### src/rtl/timer_cmd_tx.sv
// timer_cmd_tx
// Host-side command transmitter for the serial delay-timer interface.
// A delay value accepted over cmd_valid/cmd_ready is sent on ser_data as the
// 4-bit start header followed by the delay bits, MSB first. The block then
// waits for the timer's done and returns a one-cycle ack. An optional
// watchdog (TIMEOUT != 0) aborts a command whose done never arrives.
//
// Ports:
//   clk          clock, rising edge
//   reset        synchronous, active-high reset
//   cmd_valid    host presents a command
//   cmd_delay    delay value, sampled on the handshake cycle only
//   cmd_ready    block can accept a command (combinational from state)
//   ser_data     registered serial line to the timer, idles at 0
//   done         timer reports its count has expired
//   ack          registered one-cycle acknowledge to the timer
//   busy         command in progress
//   timeout_err  registered one-cycle pulse when the watchdog aborts
module timer_cmd_tx #(
  parameter logic [3:0]  HDR     = 4'b1101,
  parameter int          DLY_W   = 4,
  parameter logic [15:0] TIMEOUT = 16'd0
) (
  input  logic             clk,
  input  logic             reset,
  input  logic             cmd_valid,
  input  logic [DLY_W-1:0] cmd_delay,
  output logic             cmd_ready,
  output logic             ser_data,
  input  logic             done,
  output logic             ack,
  output logic             busy,
  output logic             timeout_err
);

  localparam int MAX_BITS = (DLY_W > 4) ? DLY_W : 4;
  localparam int CNT_W    = $clog2(MAX_BITS);
  localparam logic [CNT_W-1:0] HDR_LAST = CNT_W'(3);
  localparam logic [CNT_W-1:0] DLY_LAST = CNT_W'(DLY_W - 1);

  // ST_ACK is the single closing cycle of every command; it carries either
  // the ack pulse or the timeout_err pulse, so cmd_ready returns one cycle
  // after either pulse.
  typedef enum logic [2:0] {
    ST_IDLE,
    ST_HDR,
    ST_DLY,
    ST_WAIT_DONE,
    ST_ACK
  } state_t;

  state_t             state_q, state_d;
  logic [CNT_W-1:0]   cnt_q, cnt_d;
  logic [DLY_W-1:0]   shift_q, shift_d;
  logic [15:0]        wd_q, wd_d;
  logic [15:0]        wd_inc;
  logic               ser_data_q, ser_data_d;
  logic               ack_q, ack_d;
  logic               timeout_err_q, timeout_err_d;

  assign cmd_ready   = (state_q == ST_IDLE) && !reset;
  assign busy        = (state_q != ST_IDLE);
  assign ser_data    = ser_data_q;
  assign ack         = ack_q;
  assign timeout_err = timeout_err_q;

  always_comb begin
    state_d       = state_q;
    cnt_d         = cnt_q;
    shift_d       = shift_q;
    wd_d          = wd_q;
    ack_d         = 1'b0;
    timeout_err_d = 1'b0;
    ser_data_d    = 1'b0;
    // Saturating increment: the watchdog counter never wraps.
    wd_inc        = (wd_q == 16'hFFFF) ? wd_q : wd_q + 16'd1;

    case (state_q)
      ST_IDLE: begin
        if (cmd_valid && cmd_ready) begin
          state_d = ST_HDR;
          cnt_d   = '0;
          shift_d = cmd_delay;
        end
      end
      ST_HDR: begin
        if (cnt_q == HDR_LAST) begin
          state_d = ST_DLY;
          cnt_d   = '0;
        end else begin
          cnt_d = cnt_q + CNT_W'(1);
        end
      end
      ST_DLY: begin
        if (cnt_q == DLY_LAST) begin
          state_d = ST_WAIT_DONE;
          cnt_d   = '0;
          wd_d    = '0;
        end else begin
          cnt_d   = cnt_q + CNT_W'(1);
          shift_d = shift_q << 1;
        end
      end
      ST_WAIT_DONE: begin
        wd_d = wd_inc;
        // done wins over the watchdog when both fire on the same cycle.
        if (done) begin
          state_d = ST_ACK;
          ack_d   = 1'b1;
        end else if ((TIMEOUT != 16'd0) && (wd_inc == TIMEOUT)) begin
          state_d       = ST_ACK;
          timeout_err_d = 1'b1;
        end
      end
      ST_ACK: begin
        state_d = ST_IDLE;
      end
      default: begin
        state_d = ST_IDLE;
      end
    endcase

    // ser_data is registered, so it is computed from the state/counter the
    // block is about to enter; this puts HDR[3] on the line the cycle after
    // the handshake.
    case (state_d)
      ST_HDR:  ser_data_d = HDR[2'd3 - cnt_d[1:0]];
      ST_DLY:  ser_data_d = shift_d[DLY_W-1];
      default: ser_data_d = 1'b0;
    endcase
  end

  always_ff @(posedge clk) begin
    if (reset) begin
      state_q       <= ST_IDLE;
      cnt_q         <= '0;
      shift_q       <= '0;
      wd_q          <= '0;
      ser_data_q    <= 1'b0;
      ack_q         <= 1'b0;
      timeout_err_q <= 1'b0;
    end else begin
      state_q       <= state_d;
      cnt_q         <= cnt_d;
      shift_q       <= shift_d;
      wd_q          <= wd_d;
      ser_data_q    <= ser_data_d;
      ack_q         <= ack_d;
      timeout_err_q <= timeout_err_d;
    end
  end

endmodule

### config.mk
export PLATFORM = sky130hd
export DESIGN_NAME = timer_cmd_tx
export DESIGN_NICKNAME = d
export VERILOG_FILES = /design/src/rtl/timer_cmd_tx.sv
export SDC_FILE = /design/constraint.sdc
export NUM_CORES = 1
export LEC_CHECK = 0
export ABC_AREA = 1
export CAP_MARGIN = 5
export CORE_AREA = 2 2 39 41
export DETAILED_ROUTE_END_ITERATION = 12
export DIE_AREA = 0 0 41 43
export DONT_BUFFER_PORTS = 1
export PLACE_DENSITY = 0.6
export SLEW_MARGIN = 25
export SYNTH_ARGS = -nofsm -noshare
export SYNTH_HDL_FRONTEND = slang
export SYNTH_SLANG_ARGS = --single-unit
### constraint.sdc
create_clock -name clk -period 1.69 [get_ports clk]
set_clock_uncertainty 0.05 [all_clocks]
set_input_delay 0.0845 -clock clk [delete_from_list [all_inputs] [get_ports clk]]
set_output_delay 0.0845 -clock clk [all_outputs]
set_load 0.1 [all_outputs]
Word level (Yosys, flattened, before mapping)
Cells that the tools add are included.
{ "classes": {"magnitude_cmp": 1, "n_addsub": 2, "div": 0, "multipliers": 0, "reduce_logical": 9, "shifts": 0, "eq_ne": 8, "muxes": 15, "bitwise": 1} }
{ "ops": {"columns": ["operator", "count"], "rows": [
  ["$mux 3", 4],
  ["$pmux 3 s4", 1],
  ["$eq 3x2->1 const B", 3],
  ["$mux 4", 2],
  ["$pmux 4 s2", 1],
  ["$eq 3x1->1 const B", 2],
  ["$mux 2", 2],
  ["$pmux 2 s2", 1],
  ["$reduce_or 2->1", 2],
  ["$logic_not 3->1", 1],
  ["$lt 2x3->1 const B", 1],
  ["$reduce_and 3->1", 1],
  ["$reduce_bool 3->1", 1],
  ["$add 2x1->2 const B", 1],
  ["$bmux 1 s2", 1],
  ["$eq 2x2->1 const B", 1],
  ["$logic_and 1x1->1", 2],
  ["$mux 1", 2],
  ["$ne 2x1->1 const B", 1],
  ["$ne 2x2->1 const B", 1],
  ["$pmux 1 s2", 1],
  ["$reduce_bool 2->1", 1],
  ["$sub 2x2->2 const A", 1],
  ["$logic_not 1->1", 1],
  ["$not 1->1", 1]
]} }
{ "word_totals": {"elab_cells": 42, "output_inout_bits": 5, "ram_bits": 0, "latchBits": 0, "mem_count": 0, "register_bits": 11, "in_bits": 8, "mem_bits_ro": 0} }

Logic depth before layout (Yosys ltp)
{ "depth": {"depth_word": 9, "depth_mapped": 10} }

Worst setup path before layout
No wires, ideal clock.
{ "synth_timing": {"path_type": "register to output", "startpoint": "reg state_q[2]", "endpoint": "out cmd_ready", "required_time_ns": 1.556, "t_arrival_ns": 1.161, "path_slack_ns": 0.395, "stages_incl_launch_ff": 4, "cell_sequence": "dfxtp_1 > nor2_4 > nand3_1 > inv_1"} }
{ "synth_between": {"elab_chain_cells": 2} }
{ "synth_lines": {"columns": ["item", "line_no", "rtl"], "rows": [
  ["start, declared", "52", "state_t state_q, state_d;"],
  ["start signal, assigned", "143", "state_q <= state_d;"],
  ["$logic_not 3->1", "61", "assign cmd_ready = (state_q == ST_IDLE) && !reset;"],
  ["$logic_and 1x1->1", "61", null],
  ["end, declared", "28", "output logic cmd_ready,"]
]} }
No other way between the ends.

Final worst setup path
{ "layout_timing": {"startpoint": "in reset", "endpoint": "out cmd_ready"} }
{ "layout_between": {"elab_chain_cells": 2} }
{ "layout_lines": {"columns": ["item", "line_no", "rtl"], "rows": [
  ["start, declared", "25", "input logic reset,"],
  ["$logic_not 1->1", "61", null],
  ["$logic_and 1x1->1", "61", null]
]} }
No other way between the ends.

==> summary.md <==
| Metric | Value |
|---|---|
| Setup repair after global routing missed its margin | `false` |
| # setup viols final | `0` |
| Antenna violations before repair | `0` |
| Yosys cell types | `19` |
| Kind of launch point of the worst setup path | `input port` |
| Number of input and output port buffers inserted | `0` |
| Starting density of the core | `0.419` |
| Worst Hold Margin | `roughly 0.025 ns` |
| Largest vdd supply drop | `around 310 uV` |
| Capture point of the critical path | `cmd_ready` |
| Post-synthesis sequential element count | `11` |
| Clock slew at the register clock pins of the worst setup and hold paths | `about 0.070 ns` |
| Finished Cell Area | `about 700 um2` |
| Number of diodes | `0` |
| Number of clock sinks | `11` |
| Worst Path Max Fanout | `7` |
| Crit path kind | `input port to primary output` |
| Cell count along the critical path | `5` |
| Count of vias placed by the detailed router | `549` |
| Ratio of cells with drive above 1 in the final layout | `0.119` |
| Post-synthesis cell count | `a little under 90` |
| Total of cells resized after clock tree synthesis | `0` |
| Average via count per standard cell | `~4.7` |
| Commonest non-fill, non-tap cells in the layout | `sky130_fd_sc_hd__nand2_1, sky130_fd_sc_hd__inv_1, sky130_fd_sc_hd__nor2_1, sky130_fd_sc_hd__dfxtp_1, sky130_fd_sc_hd__nand3_1` |
| Root buffer selected by CTS | `sky130_fd_sc_hd__clkbuf_4` |
| Clock insertion delay at the later pin of the skew report | `~0.26 ns` |
| Most common cell after layout, fill and taps aside | `sky130_fd_sc_hd__nand2_1` |
| Crit path setup slack, layout | `approximately 0.23 ns` |
| Max capacitance violation total | `0` |
| CTS buffer count | `3` |
| GRT busiest layer | `met2` |
| Largest delay contributor family on the critical path | `buffers and inverters` |
| Total of hold buffers inserted after clock tree synthesis | `5` |
| Non-filler cells, final | `approximately 120` |
| Worst-path cell chain | `dlygate4sd3_1 -> inv_2 -> nand3_1 -> inv_1 -> buf_4` |
| Synth warnings | `0` |
| Worst-case clock buffer depth | `2` |
| DRC violation count after routing | `0` |
| Beginning of the worst register-to-register path | `cnt_q[0]` |
| HPWL after DPL | `between 800 and 900 um` |
| Static leakage power | `0.368 nW` |
| Worst reg2reg path depth | `7` |
| Arrival time reported for the critical path endpoint | `roughly 1.3 ns` |
| Number of nets produced by synthesis | `98` |
| Upper clock frequency limit | `slightly below 0.7 GHz` |
| Die ar. | `roughly 1800 um2` |
| Run status | `finished clean` |
| Pin count of the biggest net entering global routing | `8` |
| Floorplan row count | `14` |
| Placement-stage cell area | `622 um2` |
| Post-CTS Setup Inserts | `0` |
| I/O pins | `13` |
| Clock tree from TritonCTS | `yes` |
| Post-route antenna net violation count | `0` |
| Met1 track utilization from global routing | `0.209` |
| Crit-path max cell delay | `roughly 0.66 ns` |
| Launching instance or port of the critical path | `reset` |
| Aggregate global-route resource usage | `0.172` |
| Via count of the first global-routing pass | `between 500 and 600` |
| Type of the worst min-delay path | `input port to flop` |
| Cell type with the largest total area after synthesis | `sky130_fd_sc_hd__dfxtp_1` |
| Worst path buffer plus inverter count | `4` |
| Hold Violations, Final | `0` |
| Power after layout | `0.579 mW` |
| Leftover overflow at the end of global routing | `0` |
| Portion of the post-synthesis area used by sequential elements | `0.380` |
| Final cycle utilization of the critical path | `0.863` |
| Worst reg2reg path endpoint | `shift_q[2]` |
| Dpl cells | `108` |
| Minimum setup slack among reg-to-reg paths | `around 0.30 ns` |
| Die Height | `between 40 and 50 um` |
| RePlAce Congestion | `between 0.7 and 0.8` |
| Crit path capture type | `primary output` |
| Areal power density over the cells | `829 nW/um2` |
| Highest-delay cell along the critical path | `sky130_fd_sc_hd__dlygate4sd3_1` |
| M2 GR Usage | `0.256` |
| Post-Route WL | `around 1.2 mm` |
| Floorplan core area | `around 1400 um2` |
| Top-area cell type share of the netlist area | `0.380` |
| Nets@finish | `about 110` |
| Maximum level of the CTS H-tree | `1` |
| First-iteration detailed-routing DRC count | `9` |
| Worst slack at placement | `between 0.3 and 0.4 ns` |
| Wire length of the first global-routing pass | `between 2 and 2.5 mm` |
| Finished Core Util | `0.505` |
| Met3 capacity usage during global routing | `0.0314` |
| Final-report max-slew violation count | `0` |
| Synthesis-to-finish area growth | `20.5%` |
| Die extent in x | `just over 40 um` |
| Area contributors post-synth | `sky130_fd_sc_hd__dfxtp_1, sky130_fd_sc_hd__nand2_1, sky130_fd_sc_hd__inv_1, sky130_fd_sc_hd__nand3_1, sky130_fd_sc_hd__nor2_1` |
| Area of the mapped netlist | `a little under 600 um2` |
| Number of search-and-repair iterations in the first detailed-routing pass | `4` |
| Sum Neg Setup Slack | `0 ns` |
| Synthesized area per cell | `roughly 6.5 um2` |
| Final period demand of the worst path | `around 1.5 ns` |
| Per-cell routed wire length | `10.1 um` |
| Critical path required time | `around 1.6 ns` |
layout make-up:
cell class | instances | area [um2]
inverters | 20 | 75.1
fillers | 143 | 686
well taps | 16 | 20.0
multi-input cells | 57 | 277
flip-flops and latches | 11 | 220
clock buffers | 4 | 26.3
repair buffers | 9 | 80.1
cell usage after synthesis, drive strengths merged:
library cell and instances:
o21ai 5, ha 1, nand2 20, a31oi 1, nand3 11, dfxtp 11
nor2 12, nand4 2, inv 20, conb 1, o211ai 1, nor3 2
buf 1, a21oi 1
worst register-to-register path: cells and delay by family, from the launching register on:
family	cells	cell delay, ns
AOI/OAI and AO/OA	1	0.17
adders and majority gates	1	0.22
buffers and inverters	2	0.17
DFF	1	0.33
and+or+nand+nor	3	0.35
power breakdown:
part | total (mW) | leakage [nW] | switching (mW) | internal, mW
Clock | 0.179 | 0.0150 | 0.0873 | 0.0912
Sequential | 0.277 | 0.0896 | 0.00685 | 0.270
Combinational | 0.124 | 0.264 | 0.0909 | 0.0329
state kept, by name, indices dropped and copies added (netlist names):
register  cells
ser_data      1
state_q       3
ack           1
shift_q       4
cnt_q         2
kinds of logic (layout without fill, tap and decap cells):
| group | after synthesis | in the layout | synth area share |
|---|---|---|---|
| AND/OR/NAND/NOR | 47 | 47 | 0.374 |
| buffers and inverters | 21 | 33 | 0.143 |
| flip-flops | 11 | 11 | 0.380 |
| AO/OA/AOI/OAI | 8 | 8 | 0.0756 |
| adder cells (fa/ha/maj) | 1 | 1 | 0.0216 |
| other | 1 | 1 | 0.00647 |
worst min-delay path by stage:
stage | start | end | cells past startpoint
CTS | cmd_delay[2] | shift_q[2] | 4
global route | cmd_delay[2] | shift_q[2] | 4
finish | cmd_delay[2] | shift_q[2] | 4
detailed placement | reset | shift_q[3] | 1
global placement | reset | cnt_q[1] | 1
floorplan | reset | shift_q[0] | 1
routing by layer:
layer  share of wire  up-vias
met5               0        -
met4          0.0085        0
met3           0.039        2
met2            0.47       11
met1            0.48      238
li1                -      298
Note: power is estimated with default switching activity, not from simulation.
